===== src/rtl/day_time_scheduler.sv =====
// Day-time green/yellow/all-red sequencer: picks the next direction from lane demand,
// with starvation forcing, last-served exclusion and round-robin idle handling.
module day_time_scheduler #(
    parameter int unsigned NUM_DIRS      = 4,
    parameter int unsigned LANES_PER_DIR = 2,
    parameter int unsigned COUNT_W       = 8,
    parameter int unsigned TIMER_W       = 7,
    parameter int unsigned GREEN_PER_CAR = 1,
    parameter int unsigned MIN_GREEN     = 4,
    parameter int unsigned MAX_GREEN     = 40,
    parameter int unsigned YELLOW_TIME   = 3,
    parameter int unsigned ALL_RED_TIME  = 2,
    parameter int unsigned STARVE_LIMIT  = 3,
    localparam int unsigned NUM_LANES    = NUM_DIRS * LANES_PER_DIR,
    localparam int unsigned DIR_W        = (NUM_DIRS > 1) ? $clog2(NUM_DIRS) : 1
) (
    input  logic                           clk,
    input  logic                           rst,
    input  logic [NUM_LANES*COUNT_W-1:0]   lane_count,
    output logic [NUM_LANES-1:0]           green,
    output logic [NUM_LANES-1:0]           yellow,
    output logic [DIR_W-1:0]               cur_dir,
    output logic [TIMER_W-1:0]             green_time,
    output logic                           phase_start
);

    localparam int unsigned SUM_W  = COUNT_W + $clog2(LANES_PER_DIR);
    localparam int unsigned PROD_W = SUM_W + 32;
    localparam int unsigned WAIT_W = $clog2(STARVE_LIMIT + 1);

    typedef enum logic [1:0] {ALL_RED, SELECT, GREEN, YELLOW} stateT;

    stateT               state, stateNext;
    logic [TIMER_W-1:0]  timer, timerNext;
    logic [WAIT_W-1:0]   waitCnt  [NUM_DIRS];
    logic [WAIT_W-1:0]   waitNext [NUM_DIRS];
    logic                lastValid, lastValidNext;
    logic [NUM_LANES-1:0] greenNext, yellowNext;
    logic [DIR_W-1:0]    curDirNext;
    logic [TIMER_W-1:0]  greenTimeNext;
    logic                phaseStartNext;

    logic [SUM_W-1:0]    dirSum [NUM_DIRS];
    logic [SUM_W-1:0]    effSum [NUM_DIRS];
    logic [SUM_W-1:0]    bestSum;
    logic [DIR_W-1:0]    sel;
    logic                starveFound;
    logic [PROD_W-1:0]   product;
    logic [TIMER_W-1:0]  selGreenTime;

    function automatic logic [NUM_LANES-1:0] dirLanes(input logic [DIR_W-1:0] d);
        logic [NUM_LANES-1:0] m;
        m = '0;
        for (int i = 0; i < int'(NUM_LANES); i++) begin
            m[i] = ((i / int'(LANES_PER_DIR)) == int'(d));
        end
        return m;
    endfunction

    // Per-direction demand, with the last served direction masked out.
    always_comb begin
        for (int d = 0; d < int'(NUM_DIRS); d++) begin
            dirSum[d] = '0;
            for (int l = 0; l < int'(LANES_PER_DIR); l++) begin
                dirSum[d] = dirSum[d]
                    + SUM_W'(lane_count[(d*int'(LANES_PER_DIR)+l)*int'(COUNT_W) +: COUNT_W]);
            end
            effSum[d] = (lastValid && (cur_dir == DIR_W'(d))) ? '0 : dirSum[d];
        end
    end

    // Starvation first, then largest demand (lowest index wins ties), then round-robin.
    always_comb begin
        sel         = '0;
        starveFound = 1'b0;
        bestSum     = '0;
        for (int d = 0; d < int'(NUM_DIRS); d++) begin
            if (!starveFound && (waitCnt[d] >= WAIT_W'(STARVE_LIMIT)) && (dirSum[d] != '0)) begin
                sel         = DIR_W'(d);
                starveFound = 1'b1;
            end
        end
        if (!starveFound) begin
            for (int d = 0; d < int'(NUM_DIRS); d++) begin
                if (effSum[d] > bestSum) begin
                    bestSum = effSum[d];
                    sel     = DIR_W'(d);
                end
            end
            if (bestSum == '0) begin
                if (!lastValid || (cur_dir == DIR_W'(NUM_DIRS - 1))) sel = '0;
                else                                                 sel = cur_dir + DIR_W'(1);
            end
        end
        product = PROD_W'(dirSum[sel]) * PROD_W'(GREEN_PER_CAR);
        if (product < PROD_W'(MIN_GREEN))      selGreenTime = TIMER_W'(MIN_GREEN);
        else if (product > PROD_W'(MAX_GREEN)) selGreenTime = TIMER_W'(MAX_GREEN);
        else                                   selGreenTime = TIMER_W'(product);
    end

    always_comb begin
        stateNext      = state;
        timerNext      = timer;
        waitNext       = waitCnt;
        lastValidNext  = lastValid;
        greenNext      = green;
        yellowNext     = yellow;
        curDirNext     = cur_dir;
        greenTimeNext  = green_time;
        phaseStartNext = 1'b0;
        case (state)
            ALL_RED: begin
                if (timer == '0) stateNext = SELECT;
                else             timerNext = timer - TIMER_W'(1);
            end
            SELECT: begin
                stateNext      = GREEN;
                timerNext      = selGreenTime - TIMER_W'(1);
                greenTimeNext  = selGreenTime;
                curDirNext     = sel;
                lastValidNext  = 1'b1;
                greenNext      = dirLanes(sel);
                phaseStartNext = 1'b1;
                for (int d = 0; d < int'(NUM_DIRS); d++) begin
                    if (DIR_W'(d) == sel)                          waitNext[d] = '0;
                    else if (waitCnt[d] < WAIT_W'(STARVE_LIMIT))   waitNext[d] = waitCnt[d] + WAIT_W'(1);
                end
            end
            GREEN: begin
                if (timer == '0) begin
                    stateNext  = YELLOW;
                    timerNext  = TIMER_W'(YELLOW_TIME - 1);
                    greenNext  = '0;
                    yellowNext = dirLanes(cur_dir);
                end else begin
                    timerNext = timer - TIMER_W'(1);
                end
            end
            YELLOW: begin
                if (timer == '0) begin
                    stateNext  = ALL_RED;
                    timerNext  = TIMER_W'(ALL_RED_TIME - 1);
                    yellowNext = '0;
                end else begin
                    timerNext = timer - TIMER_W'(1);
                end
            end
            default: stateNext = ALL_RED;
        endcase
    end

    always_ff @(posedge clk) begin
        if (rst) begin
            state       <= ALL_RED;
            timer       <= TIMER_W'(ALL_RED_TIME - 1);
            waitCnt     <= '{default: '0};
            lastValid   <= 1'b0;
            green       <= '0;
            yellow      <= '0;
            cur_dir     <= '0;
            green_time  <= '0;
            phase_start <= 1'b0;
        end else begin
            state       <= stateNext;
            timer       <= timerNext;
            waitCnt     <= waitNext;
            lastValid   <= lastValidNext;
            green       <= greenNext;
            yellow      <= yellowNext;
            cur_dir     <= curDirNext;
            green_time  <= greenTimeNext;
            phase_start <= phaseStartNext;
        end
    end

endmodule


===== config.mk =====
export PLATFORM = sky130hd
export DESIGN_NAME = day_time_scheduler
export DESIGN_NICKNAME = d
export VERILOG_FILES = /design/src/rtl/day_time_scheduler.sv
export SDC_FILE = /design/constraint.sdc
export NUM_CORES = 1
export LEC_CHECK = 0
export ABC_AREA = 1
export BUFFER_PORTS_ARGS = -buffer_cell sky130_fd_sc_hd__clkbuf_2
export CAP_MARGIN = 40
export CELL_PAD_IN_SITES_DETAIL_PLACEMENT = 1
export CELL_PAD_IN_SITES_GLOBAL_PLACEMENT = 2
export CORE_UTILIZATION = 33
export CTS_BUF_LIST = sky130_fd_sc_hd__clkbuf_8
export CTS_CLUSTER_SIZE = 16
export DETAILED_ROUTE_END_ITERATION = 16
export PLACE_DENSITY = 0.92
export SLEW_MARGIN = 20
export SYNTH_ARGS = -nofsm -noshare
export SYNTH_HDL_FRONTEND = slang
export SYNTH_SLANG_ARGS = --single-unit

===== constraint.sdc =====
create_clock -name clk -period 10.4 [get_ports clk]
set_input_delay 0.52 -clock clk [delete_from_list [all_inputs] [get_ports clk]]
set_output_delay 0.52 -clock clk [all_outputs]
set_load 0.01 [all_outputs]

---- After elaboration in Yosys (flattened, before gate mapping) ----
Index checks and enable logic that the tools add are counted.
word-level totals
  input bits .............................. 66
  output and inout port bits .............. 26
  register bits after elaboration ......... 44
operators by class
  bitwise logic cells ..................... 1
  eq/ne operators ......................... 19
  reductions and logical operators ........ 40
  $lt $le $gt $ge ......................... 15
  add/subtract/negate cells ............... 11
  mux-type cells .......................... 52
operators by type and width
  operator                                                        count
  two-way mux 9 bit                                               14
  two-way mux 2 bit                                               20
  adder 8 x 8 -> 9 bit                                            4
  nonzero test 9 bit                                              4
  two-way mux 7 bit                                               5
  one-hot mux 8 bit (2 select lines)                              2
  one-hot mux 7 bit (4 select lines)                              1
  greater-than comparator 9 bit                                   3
  binary-select mux 9 bit (select 2 bit)                          1
  two-way mux 8 bit                                               2
  subtractor 7 x 1 -> 7 bit (second input constant)               2
  == test 2 bit (first input constant)                            6
  nonzero test 2 bit                                              6
  logical AND 1 bit                                               11
  adder 2 x 1 -> 2 bit (second input constant)                    5
  zero test 2 bit                                                 5
  AND reduction 2 bit                                             5
  greater-than comparator 9 x 1 -> 1 bit (second input constant)  1
  greater-than comparator 9 x 6 -> 1 bit (second input constant)  1
  zero test 9 bit                                                 1
  < comparator 9 x 3 -> 1 bit (second input constant)             1
  == test 2 bit (second input constant)                           4
  >= comparator 2 bit (second input constant)                     4
  < comparator 2 bit (second input constant)                      4
  other kinds (11)                                                26

---- Longest topological paths before layout ----
Gate-level depths: netlist of run 1.
  word-level depth ........................ 38
  depth in mapped cells ................... 62

---- Least setup slack after synthesis of run 1 ----
No wires, ideal clock.
  kind .................................... input -> register
  start point ............................. input port lane_count[0]
  end point ............................... register timer[1]
  data arrival time ....................... 6.650 ns
  slack ................................... 3.627 ns
  data required time ...................... 10.277 ns
  stages on the path ...................... 55
  cell sequence ........................... ha_1 inv_1 fa_1 inv_1 nand3_1 nand2_1 a21oi_2 or2_1 ha_1 nand2_1 inv_1 a21oi_1 nand3_2 nand2_4 nand2_1 and2_1 ha_1 nand2_1 [19 not listed] inv_1 nand3_1 nand2_2 nand2_4 nand2_4 buf_6 nand3_2 nand2_1 nor2_2 nand2_2 nor2_8 nand3_1 a21oi_1 inv_1 ha_1 nor2_1 o41ai_1 inv_1
between the ends
  longest elaborated chain between the ends .. 31
ends and longest elaborated chain
  item                                                                             line  source
  start: declaration                                                               19    input logic [NUM_LANES*COUNT_W-1:0] lane_count,
  adder 8 x 8 -> 9 bit (*)                                                         66    + SUM_W'(lane_count[(d*int'(LANES_PER_DIR)+l)*int'(COUNT_W) +: COUNT_W]);
  branches (longest 22 deep; another with greater-than comparator 9 x 1 -> 1 bit)  n/a
  binary-select mux 9 bit (select 2 bit) (*)                                       95    product = PROD_W'(dirSum[sel]) * PROD_W'(GREEN_PER_CAR);
  two-way mux 9 bit (implied by the code) (*) (2 in a row)                         95
  greater-than comparator 9 x 6 -> 1 bit                                           97    else if (product > PROD_W'(MAX_GREEN)) selGreenTime = TIMER_W'(MAX_GREEN);
  two-way mux 7 bit                                                                97
  two-way mux 7 bit (*)                                                            96    if (product < PROD_W'(MIN_GREEN)) selGreenTime = TIMER_W'(MIN_GREEN);
  subtractor 7 x 1 -> 7 bit (*)                                                    118   timerNext = selGreenTime - TIMER_W'(1);
  one-hot mux 7 bit (4 select lines) (*)                                           111   case (state)
  end signal: assignment                                                           155   timer <= TIMER_W'(ALL_RED_TIME - 1);
  end signal: assignment                                                           165   timer <= timerNext;
  end: declaration                                                                 34    logic [TIMER_W-1:0] timer, timerNext;
Mark *: on every way between the ends. The select of a mux whose other input is x is not followed.
A chain may end at the register's enable or synchronous reset.

---- Worst setup path after layout of run 1 ----
  start point ............................. input port lane_count[16]
  end point ............................... register timer[1]
between the ends
  longest elaborated chain between the ends .. 27
ends and longest elaborated chain
  item                                                                    line
  adder 8 x 8 -> 9 bit (*)                                                66
  branches (longest 18 deep; another with greater-than comparator 9 bit)  n/a
  binary-select mux 9 bit (select 2 bit) (*)                              95
  two-way mux 9 bit (implied by the code) (*) (2 in a row)                95
  greater-than comparator 9 x 6 -> 1 bit                                  97
  two-way mux 7 bit                                                       97
  two-way mux 7 bit (*)                                                   96
  subtractor 7 x 1 -> 7 bit (*)                                           118
  one-hot mux 7 bit (4 select lines) (*)                                  111
Marked as above.

==> results of run 1 <==
[cell usage in the layout, fill, tap and decap left out, drive strengths merged]
cell type	n
o211ai	4
clkinvlp	1
a21o	1
xor2	6
o31a	1
o41ai	1
nor3	6
nand3	96
clkinv	1
inv	151
nand4	22
a21oi	65
o2111ai	1
nand2	309
and2	6
dfxtp	36
or2	4
bufinv	1
o21a	2
nand3b	9
a311oi	1
a31oi	1
xnor2	6
ha	75
o21ai	19
clkbuf	96
nor2	91
fa	4
[layer usage]
layer	vias to the layer above	GRT usage [%]
met5	-	0
met4	0	3.313
met3	19	1.669
met2	81	35.20
met1	2719	26.98
li1	3153	-
[power by group through the flow]
stage                     combinational [uW]  clock, uW  sequential (uW)
after global routing                    1870        134              217
after CTS                               1640        126              211
final                                   1630        124              211
after floorplan                         1290          0              215
after detailed placement                1630          0              214
after global placement                  1600          0              214
[cells by family (layout without fill, tap and decap cells)]
| kind of cell | after synthesis | count (layout) | share of synthesized area (%) |
|---|---|---|---|
| XOR/XNOR | 12 | 12 | 1.913 |
| AO/OA/AOI/OAI | 96 | 96 | 9.499 |
| flip-flops | 36 | 36 | 13.12 |
| buffers and inverters | 172 | 250 | 12.67 |
| AND/OR/NAND/NOR | 543 | 543 | 44.26 |
| adder cells (fa/ha/maj) | 79 | 79 | 18.54 |
[cell type report]
cell class	count	area (um^2)
Clock buffer	5	68.82
Inverter	151	566.8
Multi-Input combinational cell	730	4076
Timing Repair Buffer	91	455.4
Sequential cell	36	720.7
Tap cell	216	270.3
Fill cell	2271	9857
Clock inverter	3	42.54
[worst max-delay path: cells and delay by family]
| kind | cells | cell delay [ps] |
|---|---|---|
| adders and majority gates | 6 | 1630 |
| buffers and inverters | 14 | 1190 |
| and+or+nand+nor | 30 | 3240 |
| AOI/OAI and AO/OA | 7 | 1710 |
[state kept, by name, summed over array words and instances, names as in the netlist]
signal / count
cur_dir: 2
green: 4
green_time: 7
lastValid: 1
phase_start: 1
state: 2
timer: 7
waitCnt: 8
yellow: 4
[through the flow]
stage	setup WS (ps)	std cells	hold slack, ps	utilization (%)	area, um^2
2_1_floorplan	3627	938	440.8	-	5493
3_3_place_gp	2281	1224	430.5	37.92	6090
3_5_place_dp	2079	1224	444.3	37.92	6090
4_1_cts	2318	1232	455.9	38.62	6201
5_1_grt	1445	1232	470.1	38.62	6201
6_report	2280	1232	451.6	38.62	6201
[worst paths after layout]
kind | startpoint | endpoint | slack (ps) | cells after the start
min | green_time[6] | green_time[6] | 450 | 2
min reg2reg | green_time[6] | green_time[6] | 450 | 2
max | lane_count[16] | timer[1] | 2280 | 57
max reg2reg | cur_dir[0] | timer[1] | 2540 | 51
[cells in the mapped netlist (all sizes together)]
library cell | instances | share of area [%]
xor2 | 6 | 0.96
buf | 15 | 1.9
nand4 | 22 | 2.5
nor2 | 91 | 7.1
o31a | 1 | 0.16
nand2 | 309 | 22
inv | 151 | 10
and2 | 6 | 0.68
o211ai | 4 | 0.55
nor3 | 6 | 0.55
a21oi | 65 | 6.1
ha | 75 | 17
o21ai | 19 | 1.7
a31oi | 1 | 0.11
clkbuf | 6 | 0.41
o21a | 2 | 0.27
nand3 | 96 | 9.6
o41ai | 1 | 0.16
xnor2 | 6 | 0.96
o2111ai | 1 | 0.16
or2 | 4 | 0.46
a21o | 1 | 0.14
nand3b | 9 | 1.2
a311oi | 1 | 0.16
dfxtp | 36 | 13
fa | 4 | 1.5
==> results.sh, run 1 <==
export IMPL_rsz0062_at_grt="false"
export IMPL_drtAntennaViolNets=0
export IMPL_intPower_uw=766.0
export IMPL_p_leak_uw=0.003536
export IMPL_wl_met3_um=446
export IMPL_finalSetupViolations=0
export IMPL_skew_ps=6.579
export IMPL_finalHoldViolCount=0
export IMPL_cts_tree="done"
export IMPL_place_congestion=0.8757
export IMPL_drv_cap=0
export IMPL_grt_util_all_layers_pct=20.06
export IMPL_worstMarginPinSlew_ps=634.8
export IMPL_diodes=0
export IMPL_wl_met2_mm=7.653
export IMPL_status="finished, final reports clean"
export IMPL_grt_start_max_net_pins=27
export IMPL_drc=0
export IMPL_post_cts_repair_setup_buffers=0
export IMPL_nets=1160
export IMPL_cts_resized=0
export IMPL_start_util_pct=34.21
export IMPL_avgSynthCellArea_um2=5.856
export IMPL_p_clk_share_pct=6.3
export IMPL_syn_area_um2=5493
export IMPL_cpMaxStageDelayCell="a21oi_2"
export IMPL_area_growth_pct=12.89
export IMPL_std_cell_rows=46
export IMPL_path_class="in2reg"
export IMPL_final_layout_size_suffix_gt1_share_pct=14.67
export IMPL_sw_frac_of_total_pct=61.10
export IMPL_cp_required_ps=10580
export IMPL_drt_iter0_markers=252
export IMPL_cts_root_buf="clkbuf_8"
export IMPL_arrival_ps=8300
export IMPL_wl_met1_mm=8.317
export IMPL_topRoutingLayerUsed="met4"
export IMPL_fin_crit_sh_pct=78.08
export IMPL_grt_pass1_vias=5909
export IMPL_portBuffers=91
export IMPL_ys_warn_count=0
export IMPL_gr_total_overflow=0
export IMPL_die_w_um=131.0
export IMPL_peakVddDrop_v=0.0001593
export IMPL_htreeDepth=2
export IMPL_power_density_nw_per_um2=317.5
export IMPL_cpMostUsedCell="nand2_1"
export IMPL_cp_start_kind="input pin"
export IMPL_io_pin_count=92
export IMPL_grt_pass1_wl_mm=27.57
export IMPL_slew_headroom_pct=57.68
export IMPL_via_per_inst=4.847
export IMPL_wire_per_inst_um=13.51
export IMPL_die_area_um2=17160
export IMPL_total_power_uw=1969
export IMPL_die_height_um=131.0
export IMPL_power_switching_uw=1203
export IMPL_firstDrtPassIters=4
export IMPL_seqPwrFrac_pct=10.7
export IMPL_cts_hold_buf=0
export IMPL_cts_sinks=36
export IMPL_synth_cell_type_count=38
export IMPL_hold_path_class="reg2reg"
export IMPL_vias=5972
export IMPL_slew_viol_final=0
export IMPL_cp_end_kind="register"
export IMPL_insertion_delay_ps=290
export IMPL_antenna_found_initial=0
export IMPL_synth_nets=1083
export IMPL_cts_buffers=5
export IMPL_layout_min_cycle_time_ps=8120
export IMPL_clk_pin_slew_ps=70
export IMPL_ys_ff_latch=36
export IMPL_ctsLongestPathBuffers=2
export IMPL_fin_setup_tns_ps=0
export IMPL_synth_seq_area_share_pct=13.12
export IMPL_pwr_share_comb_pct=83.0
export IMPL_core_um2=16060
export IMPL_crit_fanout=12
export IMPL_fmax_ghz=0.1232
export IMPL_dpl_hpwl_mm=14.46
export IMPL_cpPeakStageDelay_ps=510
export IMPL_synth_cells=938
export IMPL_totalWireLength_mm=16.65
(Power assumes the default switching activity.)
==> inputs of run 2 (changes only) <==
--- a/config.mk
+++ b/config.mk
@@ -5,16 +5,16 @@
 export SDC_FILE = /design/constraint.sdc
 export NUM_CORES = 1
 export LEC_CHECK = 0
-export ABC_AREA = 1
+export ABC_AREA = 0
 export BUFFER_PORTS_ARGS = -buffer_cell sky130_fd_sc_hd__clkbuf_2
 export CAP_MARGIN = 40
 export CELL_PAD_IN_SITES_DETAIL_PLACEMENT = 1
 export CELL_PAD_IN_SITES_GLOBAL_PLACEMENT = 2
-export CORE_UTILIZATION = 33
+export CORE_UTILIZATION = 34
 export CTS_BUF_LIST = sky130_fd_sc_hd__clkbuf_8
 export CTS_CLUSTER_SIZE = 16
 export DETAILED_ROUTE_END_ITERATION = 16
-export PLACE_DENSITY = 0.92
+export PLACE_DENSITY = 0.86
 export SLEW_MARGIN = 20
 export SYNTH_ARGS = -nofsm -noshare
 export SYNTH_HDL_FRONTEND = slang
==> constraint.sdc (replaced) <==
create_clock -name clk -period 8.2 [get_ports clk]
set_input_delay 0.41 -clock clk [delete_from_list [all_inputs] [get_ports clk]]
set_output_delay 0.41 -clock clk [all_outputs]
set_load 0.01 [all_outputs]
==> run 2 against run 1 <==
- critical path depth is 13 lower
- die area is 0.76% higher
- clock-buffer cell count is 1 higher
- cell count is 4.5% lower
- clock skew is 5.1 ps higher
- worst setup slack worse by 2200 ps
- synthesized area is 3.8% higher
- global-route usage is 6.6 points higher
- highest routed layer unchanged
- sequential cell count stayed put
- cell area is 29% higher
==> results.sh, run 2 <==
export IMPL_min_to="waitCnt[3]"
export IMPL_nets=1105
export IMPL_cts_sinks=36
export IMPL_die_area_um2=17290
export IMPL_place_congestion=0.9473
export IMPL_synth_fa_ha_area_share_pct=18.06
export IMPL_cp_end_kind="register"
export IMPL_vias=6996
export IMPL_slew_headroom_pct=48.86
export IMPL_hold_path_class="reg2reg"
export IMPL_dpl_hpwl_mm=19.55
export IMPL_htreeDepth=2
export IMPL_area_growth_pct=40.28
export IMPL_drv_cap=0
export IMPL_ys_async_sr_fraction_pct=0
export IMPL_ctsLongestPathBuffers=2
export IMPL_status="finished, final reports clean"
export IMPL_synth_cells=761
export IMPL_grt_start_max_net_pins=33
export IMPL_core_um2=16120
export IMPL_fin_crit_sh_pct=98.79
export IMPL_rr_worst_depth=39
export IMPL_hold_start="waitCnt[3]"
export IMPL_synth_compound_area_share_pct=33.02
export IMPL_cpMostUsedCell="buf_4"
export IMPL_post_synth_top_count_cell="nor2_1"
export IMPL_final_layout_size_suffix_gt1_share_pct=35.80
export IMPL_insertion_delay_ps=300
export IMPL_ys_ff_latch=36
export IMPL_wire_per_inst_um=20.68
export IMPL_firstDrtPassIters=5
export IMPL_most_common_layout_cells="buf_4 (117), clkbuf_2 (92), nor2_1 (80)"
export IMPL_fin_setup_tns_ps=0
export IMPL_synth_cell_type_count=93
export IMPL_std_cell_rows=46
export IMPL_top_regs="waitCnt (8), green_time (7), timer (7)"
export IMPL_hold_depth=2
export IMPL_cts_hold_buf=0
export IMPL_die_w_um=131.5
export IMPL_clk_pin_slew_ps=80
export IMPL_setup_slack_ps=99.62
export IMPL_avgSynthCellArea_um2=7.494
export IMPL_io_pin_count=92
export IMPL_cpMaxStageDelayCell="or4_1"
export IMPL_rr_startpoint="cur_dir[0]"
export IMPL_synthMuxAreaShare_pct=2.304
export IMPL_cpPeakStageDelay_ps=510
export IMPL_reg2reg_to="timer[2]"
export IMPL_synth_nets=906
export IMPL_synth_top_family_by_area="compound AO/OA/AOI/OAI gates"
export IMPL_synth_main_ff_cell="dfxtp_1"
export IMPL_grt_util_all_layers_pct=26.66
export IMPL_drc=0
export IMPL_synth_area_leader_cell="ha_1"
export IMPL_ys_warn_count=0
export IMPL_yosys_area_share_simple_pct=25.71
export IMPL_layout_commonest_cell="buf_4"
export IMPL_finalHoldViolCount=0
export IMPL_cts_buffers=5
export IMPL_path_class="in2reg"
export IMPL_layout_min_cycle_time_ps=8100
export IMPL_synth_area_leaders="ha_1 (16%), dfxtp_1 (13%), nor2_1 (5.8%)"
export IMPL_largest_register="waitCnt"
export IMPL_synthTopCellsByCount="nor2_1 (88), ha_1 (75), nand2_1 (59)"
export IMPL_slew_viol_final=0
export IMPL_worstMarginPinSlew_ps=757.2
export IMPL_crit_fanout=8
export IMPL_dp_slack_ps=-739.0
export IMPL_fmax_ghz=0.1235
export IMPL_largest_register_ffs=8
export IMPL_grt_pass1_wl_mm=37.45
export IMPL_start_util_pct=35.39
export IMPL_cp_required_ps=8430
export IMPL_diodes=0
export IMPL_gr_total_overflow=0
export IMPL_drt_iter0_markers=462
export IMPL_portBuffers=91
export IMPL_die_height_um=131.5
export IMPL_reg2reg_slack_ps=250
export IMPL_finalSetupViolations=0
export IMPL_via_per_inst=5.944
export IMPL_grt_pass1_vias=7113
export IMPL_synth_edf_count=0
export IMPL_arrival_ps=8330
export IMPL_cts_tree="done"
export IMPL_seqCellArea_um2=720.7
export IMPL_cts_root_buf="clkbuf_8"
export IMPL_totalWireLength_mm=24.34
export IMPL_synth_top_area_share_pct=16.45
export IMPL_multi_input_area_um2=5333
export IMPL_antenna_found_initial=0
export IMPL_nFillCells=1996
export IMPL_synth_seq_area_share_pct=12.64
export IMPL_skew_ps=11.70
export IMPL_synth_xor_xnor_area_share_pct=3.532
export IMPL_drtAntennaViolNets=0
export IMPL_syn_area_um2=5703
export IMPL_cp_start_kind="input pin"
run 2: changes by cell type in the layout (fill, tap and decap cells not counted), moves of 12 or more:
| cell | before | now |
|---|---|---|
| inv_2 | 15 | 1 |
| inv_1 | 136 | 37 |
| nand3_1 | 87 | 17 |
| a21oi_2 | 2 | 14 |
| nor3_1 | 6 | 19 |
| ha_1 | 75 | 62 |
| o21ai_0 | 11 | 25 |
| buf_4 | 0 | 117 |
| a21oi_1 | 63 | 32 |
| a21o_1 | 1 | 20 |
| nand2_1 | 294 | 55 |
run 2: what timing repair did:
| item | CTS | global route |
|---|---|---|
| hold endpoints to repair | 0 | 0 |
| buffers inserted | 2 | 23 |
| endpoints found under the setup margin | 7 | 11 |
| gates resized for setup | 22 | 107 |
| pin swaps | 4 | 47 |
run 2: worst max path at each step:
stage,from,to,slack (ps)
after detailed placement,lane_count[16],timer[2],-740
final,lane_count[16],timer[2],100
after CTS,lane_count[16],timer[2],1
after floorplan,lane_count[0],timer[2],20
after global placement,lane_count[0],timer[2],-320
after global routing,lane_count[16],timer[2],-110
run 2: critical path: cells and delay by family:
kind / cells / cell delay [ps]
muxes: 1 / 200
buffers and inverters: 9 / 1090
adders and majority gates: 6 / 1600
AOI/OAI and AO/OA: 15 / 2730
and+or+nand+nor: 13 / 2270
run 2: layout make-up:
class,count,area share (%)
Sequential cell,36,9.008
Clock inverter,2,0.09384
Clock buffer,6,1.032
Timing Repair Buffer,219,18.14
Multi-Input combinational cell,662,66.66
Inverter,36,1.689
Tap cell,216,3.378
run 2: logic make-up after synthesis:
group,Yosys count
compound gates,251
xor+xnor,23
fa+ha+maj,80
buf+inv,63
flops,36
mux,13
simple gates,295
run 2: per-stage QoR:
| step | utilization [%] | hold WS, ps | cells | instance area, um^2 |
|---|---|---|---|---|
| CTS | 45.19 | 467.9 | 1153 | 7283 |
| floorplan | - | 435.5 | 761 | 5737 |
| detailed placement | 43.97 | 457.7 | 1143 | 7086 |
| global route | 49.64 | 493.3 | 1177 | 8000 |
| finish | 49.64 | 464.9 | 1177 | 8000 |
| global placement | 43.97 | 441.6 | 1143 | 7086 |
run 2: layer usage:
metal	wire length [um]	GRT usage, %
met1	10920	35.11
met2	11580	45.00
met3	1166	3.665
met4	671	7.494
met5	0	0
Power of run 2 is not shown: default switching activity piles up to over one toggle a cycle in this logic, so the estimate is an artifact.
